==> config.mk <==
export PLATFORM = sky130hd
export DESIGN_NAME = sequential_multiplier
export DESIGN_NICKNAME = d
export VERILOG_FILES = /design/src/rtl/sequential_multiplier.sv
export SDC_FILE = /design/constraint.sdc
export NUM_CORES = 1
export LEC_CHECK = 0
export BUFFER_PORTS_ARGS = -buffer_cell sky130_fd_sc_hd__buf_2
export CORE_MARGIN = 5
export CORE_UTILIZATION = 53
export DETAILED_ROUTE_END_ITERATION = 10
export PLACE_DENSITY = 0.73
export SYNTH_ARGS = -nofsm -noshare
export SYNTH_HDL_FRONTEND = slang
export SYNTH_SLANG_ARGS = --single-unit
==> constraint.sdc <==
create_clock -name clk -period 6.7 [get_ports clk]
set_input_delay 0.67 -clock clk [delete_from_list [all_inputs] [get_ports clk]]
set_output_delay 0.67 -clock clk [all_outputs]
set_load 0.02 [all_outputs]
==> src/rtl/sequential_multiplier.sv <==
// Unsigned shift-and-add multiplier: one WIDTH x WIDTH product over WIDTH cycles.
// A start rising edge in IDLE launches an operation; result/done hold until the next one.
module sequential_multiplier #(
    parameter int unsigned WIDTH = 4
) (
    input  logic                 clk,
    input  logic                 rst,
    input  logic                 start,
    input  logic [WIDTH-1:0]     A_in,
    input  logic [WIDTH-1:0]     B_in,
    output logic [2*WIDTH-1:0]   result,
    output logic                 done
);

    localparam int unsigned PW = 2 * WIDTH;
    localparam int unsigned CW = (WIDTH > 1) ? $clog2(WIDTH) : 1;

    typedef enum logic {IDLE = 1'b0, BUSY = 1'b1} state_t;

    state_t          state;
    state_t          state_next;
    logic            start_q;
    logic [PW-1:0]   mcand;
    logic [WIDTH-1:0] mplier;
    logic [PW-1:0]   acc;
    logic [CW-1:0]   cnt;

    logic            accept_c;
    logic            last_c;
    logic [PW-1:0]   acc_sum_c;

    // State register
    always_ff @(posedge clk or negedge rst) begin
        if (!rst) state <= IDLE;
        else      state <= state_next;
    end

    // Next-state logic
    always_comb begin
        state_next = state;
        case (state)
            IDLE:    if (accept_c) state_next = BUSY;
            BUSY:    if (last_c)   state_next = IDLE;
            default: state_next = IDLE;
        endcase
    end

    // Control decode and single shared adder
    always_comb begin
        accept_c  = 1'b0;
        last_c    = 1'b0;
        acc_sum_c = acc + (mplier[0] ? mcand : '0);
        case (state)
            IDLE:    accept_c = start & ~start_q;
            BUSY:    last_c   = (cnt == CW'(WIDTH - 1));
            default: ;
        endcase
    end

    // Datapath and registered outputs
    always_ff @(posedge clk or negedge rst) begin
        if (!rst) begin
            start_q <= 1'b0;
            mcand   <= '0;
            mplier  <= '0;
            acc     <= '0;
            cnt     <= '0;
            result  <= '0;
            done    <= 1'b0;
        end else begin
            start_q <= start;
            if (accept_c) begin
                mcand  <= PW'(A_in);
                mplier <= B_in;
                acc    <= '0;
                cnt    <= '0;
                done   <= 1'b0;
            end else if (state == BUSY) begin
                acc    <= acc_sum_c;
                mcand  <= mcand << 1;
                mplier <= mplier >> 1;
                cnt    <= cnt + CW'(1);
                if (last_c) begin
                    result <= acc_sum_c;
                    done   <= 1'b1;
                end
            end
        end
    end

endmodule

==> impl_metrics.ini <==
[run_status]
status = complete, no violations

[global_routing]
antenna_found_initial = 0
grt_max_degree = 48
grt_pass1_vias = 1360
grt_pass1_wl_mm = 5.99
grt-ovfl-total = 0
track_usage_pct = 17.6

[sta]
min_period_ps = 2250
holdWs_ps = 386
worstMarginPinSlew_ps = 729
finClkSkew_ps = 10.7
finalHoldViolCount = 0
rsz0062_at_grt = false
drv_slew = 0
finalSetupViolations = 0
setup-tns-final_ps = 0
max_freq_mhz = 445
slew_headroom_pct = 51.4
setup_ws_ps = 4450
fin_crit_sh_pct = 33.6

[detailed_routing]
wl_per_cell_um = 14.2
viasPerCell = 5.39
antenna_left = 0
dr.pass1.iters = 4
drc = 0
drtIter0Drc = 87
via_count = 1310
drt-total-wl_mm = 3.45

[clocking]
clkSinkCount = 33
clk_latency_ps = 330
postCtsSetupBuffers = 0
clk_transition_reported_paths_ps = 110
cts_buffers = 5
cts_tree = yes
cts_resized = 0
clk_path_buf_depth = 2
htree_num_levels = 2
postCtsHoldBufs = 0
root_buffer = clkbuf_4

[setup_path]
critPathTopFamily = adder cells
critPathBufInv = 1
endpoint_kind = register
slowest_stage = dfrtp_1
cp-start-kind = register
cp.depth = 9
critPathMaxStageDelay_ps = 470
critical_path.max_fanout = 10
crit_chain = and2_1 > ha_1 > inv_1 > fa_1 > nor2b_1 > o21ai_2 > a21boi_2 > nor2_1 > mux2_2
worst-r2r-cell-count = 9
path_class = reg -> reg
cp.required_ps = 6920
cp.arrival_ps = 2470

[floorplanning]
die_area_um2 = 4590
die_w_um = 67.7
start_util_pct = 53.8
die_h_um = 67.7
io_pins = 20
core_um2 = 3280
rows = 21

[synth]
synthFlopType = dfrtp_1
ys_seq_elements = 33
synth_fp_nets = 199
synth_enable_flop_cells = 0
yosysSeqAreaShare_pct = 46.7
synth_cell_types = 36
postSynthCellCount = 179
syn_area_um2 = 1770
async_reset_ff_share_pct = 100
ys_warn_count = 0
avgSynthCellArea_um2 = 9.87

[cells_and_area]
drive_gt1_share_pct = 19.8
fin_util_pct = 60.1
seqCellArea_um2 = 826
final_cell_mix = nand2_1 (33), dfrtp_1 (33), buf_2 (19)
fill_cells = 285
area_growth_pct = 11.7
nNetsFinal = 216
multi_input_area_um2 = 876
num_antenna_cells = 0
final_area_um2 = 1970

[power]
peakVddDrop_v = 0.000184
power.density_nw_per_um2 = 387
p_leak_uw = 0.000960

[placement]
portBuffers = 19
dpl.hpwl_mm = 2.54
post-place-ws_ps = 4460
placed_area_um2 = 1880
gp_congestion = 0.823

[flow_run]
max-cap-violations = 0

[worst_hold_path]
hp-class = in -> async
-- worst reg2reg max path: stages (launching register included) --
cell and delay [ps]:
dfrtp_1 470, and2_1 160, ha_1 200, inv_1 80, fa_1 410, nor2b_1 160, o21ai_2 80, a21boi_2 220
nor2_1 100, mux2_2 260
-- cells by family after synthesis --
group / Yosys count / synth area share [%]
mux: 15 / 8.92
buf+inv: 16 / 3.68
flops: 33 / 46.7
xor+xnor: 5 / 3.26
compound gates: 39 / 14.2
simple gates: 62 / 16.4
fa+ha+maj: 9 / 6.80
-- flip-flops by register name (all words and copies together), names as in the netlist --
signal and flops:
mcand 8, acc 8, done 1, cnt 2, result 8, state 1
start_q 1, mplier 4
-- metal layers --
layer	up-vias	share of wire (%)	track usage, %
met5	-	0	0
met4	0	0.93	5.57
met3	4	3.3	4.33
met2	23	49	30.4
met1	633	47	21.4
li1	650	-	-
-- report_power, final --
part | internal (uW) | total, uW | switching [uW]
logic | 121 | 296 | 176
registers | 268 | 309 | 41.1
clock network | 88.7 | 158 | 69.6
total | 477 | 763 | 286
-- synth_stat cells, types with 2 or more instances --
master / instances / area share, %
a22o_1: 2 / 0.99
nor3b_1: 3 / 1.3
clkbuf_1: 3 / 0.64
buf_2: 4 / 1.1
inv_1: 6 / 1.3
buf_1: 3 / 0.64
nor2b_1: 4 / 1.4
nand3_1: 3 / 0.85
ha_1: 8 / 5.7
a21o_1: 2 / 0.85
mux2_2: 6 / 3.8
nor2_1: 8 / 1.7
dfrtp_1: 33 / 47
and2_1: 6 / 2.1
o21ai_1: 3 / 0.85
xnor2_1: 3 / 1.5
a21oi_1: 8 / 2.3
o21ai_0: 16 / 4.5
mux2i_1: 9 / 5.1
nand2_1: 33 / 7.0
-- per-stage QoR --
step                power [uW]  std cells
global route               821        243
detailed placement         612        235
finish                     763        243
floorplan                  534        179
CTS                        770        243
global placement           595        235
-- path summary, 6_finish.rpt --
kind	startpoint	to	slack, ps
setup / recovery	mplier[0]	result[4]	4450
hold / removal	rst	result[5]	390
setup reg to reg	mplier[0]	result[4]	4450
hold reg to reg	result[1]	result[1]	500
max in group asynchronous	rst	result[0]	5850
min in group clk	start	start_q	460
-- area by class of cell --
cell class              count  area share [%]
multi-input cells         130            44.4
flip-flops and latches     33            41.9
repair buffers             20            5.20
well taps                  46            2.92
inverters                   6            1.14
clock buffers               6            2.60
clock inverters             2            1.90
(Power assumes the default switching activity.)
